--- config.mk ---
export PLATFORM = sky130hd
export DESIGN_NAME = serial_cmd_detect
export DESIGN_NICKNAME = d
export VERILOG_FILES = /design/src/rtl/serial_cmd_detect.sv
export SDC_FILE = /design/constraint.sdc
export NUM_CORES = 1
export LEC_CHECK = 0
export CAP_MARGIN = 20
export CORE_ASPECT_RATIO = 0.8
export CORE_MARGIN = 2
export CORE_UTILIZATION = 56
export DETAILED_ROUTE_END_ITERATION = 6
export PLACE_DENSITY_LB_ADDON = 0.3
export SETUP_SLACK_MARGIN = 0.5
export SYNTH_ARGS = -nofsm -noshare
export SYNTH_HDL_FRONTEND = slang
export SYNTH_SLANG_ARGS = --single-unit
--- constraint.sdc ---
create_clock -name clk -period 4.6 [get_ports clk]
set_input_delay 1.38 -clock clk [delete_from_list [all_inputs] [get_ports clk]]
set_output_delay 1.38 -clock clk [all_outputs]
set_load 0.05 [all_outputs]
--- src/rtl/serial_cmd_detect.sv ---
// serial_cmd_detect: deserialises framed L1/R3 commands from a single-bit
// stream, queues decoded {type, id} entries in a small output FIFO with a
// valid/ready handshake, and keeps per-type counters plus error/overflow status.
module serial_cmd_detect #(
   parameter int                   HDR_WIDTH  = 3,
   parameter logic [HDR_WIDTH-1:0] HDR_L1     = 3'b110,
   parameter logic [HDR_WIDTH-1:0] HDR_R3     = 3'b101,
   parameter int                   ID_WIDTH   = 8,
   parameter int                   FIFO_DEPTH = 4,
   parameter int                   CNT_WIDTH  = 16
) (
   input  logic                          clk,
   input  logic                          Reset,
   input  logic                          L1DataIn,
   input  logic                          clr_i,
   output logic                          cmd_valid_o,
   input  logic                          cmd_ready_i,
   output logic                          cmd_type_o,
   output logic [ID_WIDTH-1:0]           cmd_id_o,
   output logic [$clog2(FIFO_DEPTH):0]   fifo_count_o,
   output logic                          hdr_err_o,
   output logic                          overflow_o,
   output logic [CNT_WIDTH-1:0]          l1_count_o,
   output logic [CNT_WIDTH-1:0]          r3_count_o
);

   localparam int SR_W = (HDR_WIDTH > ID_WIDTH) ? HDR_WIDTH : ID_WIDTH;
   localparam int BCW  = $clog2(SR_W) + 1;
   localparam int AW   = $clog2(FIFO_DEPTH);
   localparam int FCW  = AW + 1;
   localparam int EW   = ID_WIDTH + 1;
   localparam logic [FCW-1:0] DEPTH_C = FCW'(FIFO_DEPTH);

   typedef enum logic [1:0] {
      S_IDLE    = 2'd0,
      S_HEADER  = 2'd1,
      S_PAYLOAD = 2'd2,
      S_LAST    = 2'd3
   } state_t;

   state_t                state_q, state_d;
   logic [BCW-1:0]        cnt_q, cnt_d;
   logic [SR_W-1:0]       sr_q, sr_d;
   logic                  typ_q, typ_d;
   logic [EW-1:0]         mem_q [FIFO_DEPTH];
   logic [EW-1:0]         mem_d [FIFO_DEPTH];
   logic [AW-1:0]         wr_q, wr_d;
   logic [AW-1:0]         rd_q, rd_d;
   logic [FCW-1:0]        count_q, count_d;
   logic                  valid_q, valid_d;
   logic [EW-1:0]         head_q, head_d;
   logic                  err_q, err_d;
   logic                  ovf_q, ovf_d;
   logic [CNT_WIDTH-1:0]  l1_q, l1_d;
   logic [CNT_WIDTH-1:0]  r3_q, r3_d;

   logic [BCW-1:0]        idx_s;
   logic [HDR_WIDTH-1:0]  hdr_now_s;
   logic [ID_WIDTH-1:0]   id_now_s;
   logic                  push_s;
   logic                  pop_s;
   logic                  accept_s;
   logic                  drop_s;
   logic [EW-1:0]         entry_s;

   // Field capture: each header/ID bit lands at its MSB-first position, so the
   // field including the current bit is directly readable from sr_d.
   always_comb begin
      sr_d = sr_q;
      if (state_q == S_HEADER) begin
         idx_s = BCW'(HDR_WIDTH - 1) - cnt_q;
      end else if (state_q == S_PAYLOAD) begin
         idx_s = BCW'(ID_WIDTH - 1) - cnt_q;
      end else begin
         idx_s = {BCW{1'b0}};
      end
      for (int k = 0; k < SR_W; k++) begin
         if (((state_q == S_HEADER) || (state_q == S_PAYLOAD)) && (BCW'(k) == idx_s)) begin
            sr_d[k] = L1DataIn;
         end else begin
            sr_d[k] = sr_q[k];
         end
      end
   end

   assign hdr_now_s = sr_d[HDR_WIDTH-1:0];
   assign id_now_s  = sr_d[ID_WIDTH-1:0];
   assign entry_s   = {typ_q, id_now_s};

   // Frame FSM next state: start bit, header match (L1 has priority), payload count.
   always_comb begin
      state_d = state_q;
      cnt_d   = cnt_q;
      typ_d   = typ_q;
      err_d   = 1'b0;
      push_s  = 1'b0;
      case (state_q)
         S_IDLE: begin
            if (L1DataIn) begin
               state_d = S_HEADER;
               cnt_d   = {BCW{1'b0}};
            end else begin
               state_d = S_IDLE;
            end
         end
         S_HEADER: begin
            if (cnt_q == BCW'(HDR_WIDTH - 1)) begin
               cnt_d = {BCW{1'b0}};
               if (hdr_now_s == HDR_L1) begin
                  state_d = S_PAYLOAD;
                  typ_d   = 1'b0;
               end else if (hdr_now_s == HDR_R3) begin
                  state_d = S_PAYLOAD;
                  typ_d   = 1'b1;
               end else begin
                  state_d = S_IDLE;
                  err_d   = 1'b1;
               end
            end else begin
               cnt_d = cnt_q + BCW'(1);
            end
         end
         S_PAYLOAD: begin
            if (cnt_q == BCW'(ID_WIDTH - 1)) begin
               cnt_d   = {BCW{1'b0}};
               push_s  = 1'b1;
               state_d = S_LAST;
            end else begin
               cnt_d = cnt_q + BCW'(1);
            end
         end
         S_LAST: begin
            state_d = S_IDLE;
         end
         default: begin
            state_d = S_IDLE;
         end
      endcase
   end

   // Output FIFO: a full FIFO still accepts a push when the head pops in the
   // same cycle; the head register is loaded from the post-update contents.
   always_comb begin
      mem_d    = mem_q;
      pop_s    = valid_q & cmd_ready_i;
      accept_s = push_s & ((count_q < DEPTH_C) | pop_s);
      drop_s   = push_s & ~accept_s;
      if (accept_s) begin
         mem_d[wr_q] = entry_s;
         wr_d        = wr_q + AW'(1);
      end else begin
         wr_d = wr_q;
      end
      if (pop_s) begin
         rd_d = rd_q + AW'(1);
      end else begin
         rd_d = rd_q;
      end
      count_d = count_q + FCW'(accept_s) - FCW'(pop_s);
      valid_d = (count_d != {FCW{1'b0}});
      if (valid_d) begin
         head_d = mem_d[rd_d];
      end else begin
         head_d = head_q;
      end
   end

   // Per-type counters and sticky overflow; a clear overrides a same-cycle update.
   always_comb begin
      if (clr_i) begin
         l1_d  = {CNT_WIDTH{1'b0}};
         r3_d  = {CNT_WIDTH{1'b0}};
         ovf_d = 1'b0;
      end else begin
         l1_d  = l1_q + CNT_WIDTH'(accept_s & ~typ_q);
         r3_d  = r3_q + CNT_WIDTH'(accept_s & typ_q);
         ovf_d = ovf_q | drop_s;
      end
   end

   // State, FIFO control and status registers.
   always_ff @(posedge clk) begin
      if (Reset) begin
         state_q <= S_IDLE;
         cnt_q   <= {BCW{1'b0}};
         sr_q    <= {SR_W{1'b0}};
         typ_q   <= 1'b0;
         wr_q    <= {AW{1'b0}};
         rd_q    <= {AW{1'b0}};
         count_q <= {FCW{1'b0}};
         valid_q <= 1'b0;
         head_q  <= {EW{1'b0}};
         err_q   <= 1'b0;
         ovf_q   <= 1'b0;
         l1_q    <= {CNT_WIDTH{1'b0}};
         r3_q    <= {CNT_WIDTH{1'b0}};
      end else begin
         state_q <= state_d;
         cnt_q   <= cnt_d;
         sr_q    <= sr_d;
         typ_q   <= typ_d;
         wr_q    <= wr_d;
         rd_q    <= rd_d;
         count_q <= count_d;
         valid_q <= valid_d;
         head_q  <= head_d;
         err_q   <= err_d;
         ovf_q   <= ovf_d;
         l1_q    <= l1_d;
         r3_q    <= r3_d;
      end
   end

   // FIFO storage; only slots between the pointers are ever read, so no reset.
   always_ff @(posedge clk) begin
      mem_q <= mem_d;
   end

   assign cmd_valid_o  = valid_q;
   assign cmd_type_o   = head_q[EW-1];
   assign cmd_id_o     = head_q[ID_WIDTH-1:0];
   assign fifo_count_o = count_q;
   assign hdr_err_o    = err_q;
   assign overflow_o   = ovf_q;
   assign l1_count_o   = l1_q;
   assign r3_count_o   = r3_q;

endmodule

==> flow_summary.ini <==
[flow_run]
cap_violations = 0

[clock_tree]
numCtsBuffers = 9
htreeDepth = 3
cts_tree = yes
clk_pin_slew_ns = 0.09
cts_max_path_buffers = 2
cts.sinks = 102
clk_latency_ns = 0.36
cts_root_buf = clkbuf_8

[placement]
dp_slack_ns = -0.02446
gp_congestion = 0.8600
place_area_um2 = 5321
port_buffers = 51
dp_hpwl_um = 7646

[critical_path]
critPathLaunchType = input port
crit_fanout = 7
cpPeakStageDelay_ns = 0.43
cpMaxStageDelayCell = or3_4
cp_cell_sequence = dlymetal6s2s_1, a21boi_1, and3b_2, inv_2, ha_1, inv_1, ha_2, fa_2, xor2_2, xnor2_2, or3_4, nor2_2, a311oi_1, a31oi_1, a21oi_1
crit_type = in2reg
arrival_ns = 3.94
worstSetupEndpointType = flip-flop
required_ns = 4.84

[timing]
rsz0062_at_grt = false
maxSlewViolCount = 0
report.final.hold_viol_count = 0
finalCritPeriodShare = 0.8042
tightest_slew_ns = 1.052
clock.fmax_ghz = 0.2703
finalWorstSetupSlack_ns = 0.9006
whs_ns = 0.4588
fin_crit_ns = 3.699
slew_headroom = 0.2963
setup_viol = 0
fin_skew_ns = 0.01067

[detailed_routing]
routed_wl_um = 10770
ant_nets = 0
viasPerCell = 5.825
first_pass_iters = 4
avgRoutedWirePerCell_um = 15.96
drc_errors = 0
vias = 3932
drt_iter0_markers = 241

[power_and_ir_drop]
vdd.ir_drop.worst_mv = 0.3315
p_leak_nw = 2.068
power_density_nw_per_um2 = 413.0
fin_total_pwr_mw = 2.318

[synth]
synth_nets = 538
synthTopCellsByArea = dfxtp_1, mux2_2, nor2_1
netlist_area_um2 = 4737
synth-main-ff-cell = dfxtp_1
synth-seq-cells = 102
synth.largest_area_cell = dfxtp_1
ys_seq_area_frac = 0.4311
syn_avg_cell_area_um2 = 9.163
ys_async_sr_fraction = 0
synth-edff-count = 0
synth.most_common_cell = dfxtp_1
yosys-top-cells-count = dfxtp_1, nor2_1, nand2_1
netlist.area_leader.share = 0.4311
post_synth_num_cell_types = 65
synthCells = 517
ys.warnings.count = 0

[die]
die-width_um = 106.8
core.rowCount = 29
die_area_um2 = 9215
initial_core_util = 0.5881
die_h_um = 86.26
ios = 52
core-area_um2 = 8055

[global_routing]
grt_pass1_wl_um = 17400
grtUsageMet1 = 0.3049
grt_pass1_vias = 3714
busiest_layer = met2
grt_overflow = 0
use_met3 = 0.04286
grtUsageMet2 = 0.4007
grt_max_degree = 30
antenna_found_initial = 0
grt_usage = 0.2352

[final_layout]
final_cell_area_um2 = 5612
n_antenna_cell = 0
drive_gt1_frac = 0.1393
nets = 583
areaGrowthSynthToFinish_pct = 18.46

[run_status]
status = finished clean

[min_path]
hp-class = reg2reg
[placed cells by master, fill, tap and decap left out, types with 4 or more instances in the layout]
master           Yosys  final
a211oi_1             4      4
a21oi_1             22     22
a31oi_1              7      7
and2_1               7      7
and3_1               5      5
buf_4                0      9
clkbuf_8             0     10
clkdlybuf4s50_1      0     50
dfxtp_1            102    102
ha_1                15     14
inv_1               14     13
mux2_2              26     26
mux2i_1             14     14
nand2_1             41     40
nand2_2              3      4
nand2b_1             5      5
nand3_1             21     19
nand4_1              4      4
nor2_1              63     62
nor2b_1              8      8
o21ai_0             24     24
o22ai_1              6      6
or3_1                6      5
xnor2_1             14     13
xor2_1              17     16
[logic make-up (layout without fill, tap and decap cells)]
group,Yosys count,count (layout),share of synthesized area
adder cells (fa/ha/maj),16,16,0.04385
buffers and inverters,41,90,0.03777
multiplexers,42,42,0.09746
XOR/XNOR,31,31,0.05732
AND/OR/NAND/NOR,192,193,0.2042
AO/OA/AOI/OAI,93,93,0.1284
flip-flops,102,102,0.4311
[critical path, delay by kind of cell]
family                     cells  cell delay [ns]
xor gates and xnor gates       2             0.35
buffers and inverters          3             0.21
adders and majority gates      3             0.80
and+or+nand+nor                3             0.79
AOI/OAI and AO/OA              4             0.40
[final cells by class]
cell class | instances | area, um^2
Clock inverter | 6 | 76.32
Inverter | 14 | 52.55
Tap cell | 108 | 135.1
Clock buffer | 10 | 137.6
Fill cell | 673 | 2444
Sequential cell | 102 | 2042
Timing Repair Buffer | 60 | 580.6
Multi-Input combinational cell | 375 | 2587
[flip-flops by register name, indices dropped and copies added (netlist names), named ones only]
register,count
state_q,1
fifo_count_o,3
hdr_err_o,1
rd_q,2
sr_q,8
l1_count_o,16
wr_q,2
cnt_q,4
cmd_valid_o,1
overflow_o,1
typ_q,1
r3_count_o,16
mem_q,36
head_q,9
[repair_timing]
action	in CTS	in global routing
endpoints found under the setup margin	8	8
gates resized for setup	2	10
pin swaps	0	4
buffers inserted	0	1
cloned	0	1
hold buffers	0	0
[path summary, 6_finish.rpt]
check / slack [ns] / from / depth (start not counted) / endpoint
worst max register to register: 1.14 / cnt_q[0] / 14 / head_q[0]
worst min-delay path: 0.46 / head_q[8] / 2 / head_q[8]
worst min register to register: 0.46 / head_q[8] / 2 / head_q[8]
worst max-delay path: 0.90 / cmd_ready_i / 15 / head_q[0]
[stage by stage]
step | util | cells | TNS, ns
after CTS | 0.6884 | 673 | 0
after detailed placement | 0.6606 | 657 | -0.02446
after global routing | 0.6966 | 675 | 0
after global placement | 0.6606 | 657 | 0
after floorplan | - | 517 | 0
final | 0.6966 | 675 | 0
[layer usage]
| layer | vias to the layer above | share of wire |
|---|---|---|
| met2 | 148 | 0.47 |
| met5 | - | 0 |
| met3 | 21 | 0.059 |
| met1 | 1867 | 0.45 |
| met4 | 0 | 0.022 |
| li1 | 1896 | - |
[where the power goes]
group | internal (mW) | switching [mW] | leakage (nW) | total, mW
combinational | 0.288 | 0.473 | 1.13 | 0.762
clock | 0.276 | 0.322 | 0.109 | 0.598
sequential | 0.924 | 0.0341 | 0.824 | 0.958
total | 1.49 | 0.829 | 2.07 | 2.32
Power figures use the tool's default switching activity.
==> RTL edit (same flow settings) <==
The parameter `HDR_WIDTH` goes from 3 to 6.
--- a/src/rtl/serial_cmd_detect.sv
+++ b/src/rtl/serial_cmd_detect.sv
@@ -2,7 +2,7 @@
 // stream, queues decoded {type, id} entries in a small output FIFO with a
 // valid/ready handshake, and keeps per-type counters plus error/overflow status.
 module serial_cmd_detect #(
-   parameter int                   HDR_WIDTH  = 3,
+   parameter int                   HDR_WIDTH  = 6,
    parameter logic [HDR_WIDTH-1:0] HDR_L1     = 3'b110,
    parameter logic [HDR_WIDTH-1:0] HDR_R3     = 3'b101,
    parameter int                   ID_WIDTH   = 8,
Function: changed (Yosys sat finds a counterexample within 10 cycles, from zero or initial values and one cycle with Reset high).
==> RTL edit against the original RTL <==
  * Power decreased by 0.24%
  * Final area fell by 3.3%
  * Sequential cell count did not move
  * Core utilization shrank 1.1 points
  * Synthesized area is 3.6% lower
  * Wire length fell by 2.8%
  * Die area is 3.5% lower
  * Setup slack gained 0.036 ns
  * Critical endpoint is now head_q[2]
  * Largest power group unchanged
  * Highest routed layer unchanged
==> RTL edit: results (changes against the original RTL) <==
[place]
postPlaceCellArea_sq_mm=0.00516  ; was 0.00532 sq mm
hpwlAfterDp_microns=7490  ; was 7650 microns
place_ws_ns=-0.0237  ; was -0.0245 ns
placed_cells=663  ; was 657
gp_congestion=0.853  ; was 0.860

[cells_and_area]
multiInputGateArea_sq_mm=0.00240  ; was 0.00259 sq mm
multi_input_cells=382  ; was 375
clk_share=0.0397  ; was 0.0381
buf_share=0.107  ; was 0.103
clkbuf_count=11  ; was 10
layout.nets=592  ; was 583
nFillCells=661  ; was 673
final-instance-count-excl-fill=682  ; was 675
sh_seq_area=0.376  ; was 0.364
drive_gt1_frac=0.0767  ; was 0.139

[synthesis]
yosys-top-cells-area=dfxtp_1 45%, nor2_1 6.2%, ha_1 4.7%  ; was dfxtp_1 43%, mux2_2 6.2%, nor2_1 5.0%
ys_seq_area_frac=0.447  ; was 0.431
syn-instance-count=519  ; was 517
synth_cell_types=57  ; was 65
synthTopCellsByCount=102 x dfxtp_1, 75 x nor2_1, 55 x nand2_1, 39 x a21oi_1, 24 x xor2_1  ; was 102 x dfxtp_1, 63 x nor2_1, 41 x nand2_1, 26 x mux2_2, 24 x o21ai_0

[power]
vdd_drop_max_mv=0.284  ; was 0.332 mV
p_sw_frac=0.348  ; was 0.358
p_leak_nw=2.05  ; was 2.07 nW
pwr_density_cell_mw_per_mm2=426  ; was 413 mW/mm^2
clock_power_share=0.260  ; was 0.258
combPwrFrac=0.314  ; was 0.329

[route]
wl_met3_microns=692  ; was 636 microns
firstDrtPassIters=5  ; was 4
drtIter0Drc=242  ; was 241
post_drt_wl_per_cell_microns=15.3  ; was 16.0 microns
num_vias=3832  ; was 3932
wl_met2_microns=4670  ; was 5040 microns

[grt]
grt_pass1_wl_microns=17200  ; was 17400 microns
grt_pass1_vias=3614  ; was 3714
grt_max_degree=36  ; was 30
grt_util_all_layers=0.240  ; was 0.235
use_met3=0.0769  ; was 0.0429
grtUsageMet2=0.366  ; was 0.401
use_met1=0.327  ; was 0.305

[worst_hold_path]
hp-class=reg2reg  ; unchanged

[critical_path]
critical_path.max_fanout=8  ; was 7
cpPeakStageDelay_ns=0.41  ; was 0.43 ns

[floorplanning]
die_width_microns=105  ; was 107 microns

[sta]
worst_slew_pin_slew_ns=0.804  ; was 1.05 ns
skew_ns=0.00966  ; was 0.0107 ns

[clocking]
cts_setup_buffers=2  ; was 0

[outcome]
status=complete, no violations  ; unchanged

[RTL edit: cell types whose count changed after synthesis, sizes merged, moves of 7 or more]
cell   unedited run  this run
xor2             17        24
mux2             27         2
buf              13         5
xnor2            14         7
a21oi            23        40
nand2            44        55
nor2             63        77
[RTL edit: path summary, 6_finish.rpt]
path          startpoint         to  slack (ns)  cells past startpoint
max          cmd_ready_i  head_q[2]        0.94                     13
min             mem_q[8]   mem_q[8]        0.45                      2
max reg2reg   state_q[0]  head_q[2]        1.02                     14
min reg2reg     mem_q[8]   mem_q[8]        0.45                      2
[RTL edit: logic make-up (layout without fill, tap and decap cells)]
group,Yosys count,count (layout),synth area share
DFF,102,102,0.447
AOI/OAI and AO/OA,101,101,0.140
muxes,13,13,0.0389
xor gates and xnor gates,31,31,0.0595
adders and majority gates,18,18,0.0510
buffers and inverters,35,90,0.0326
and+or+nand+nor,219,219,0.230
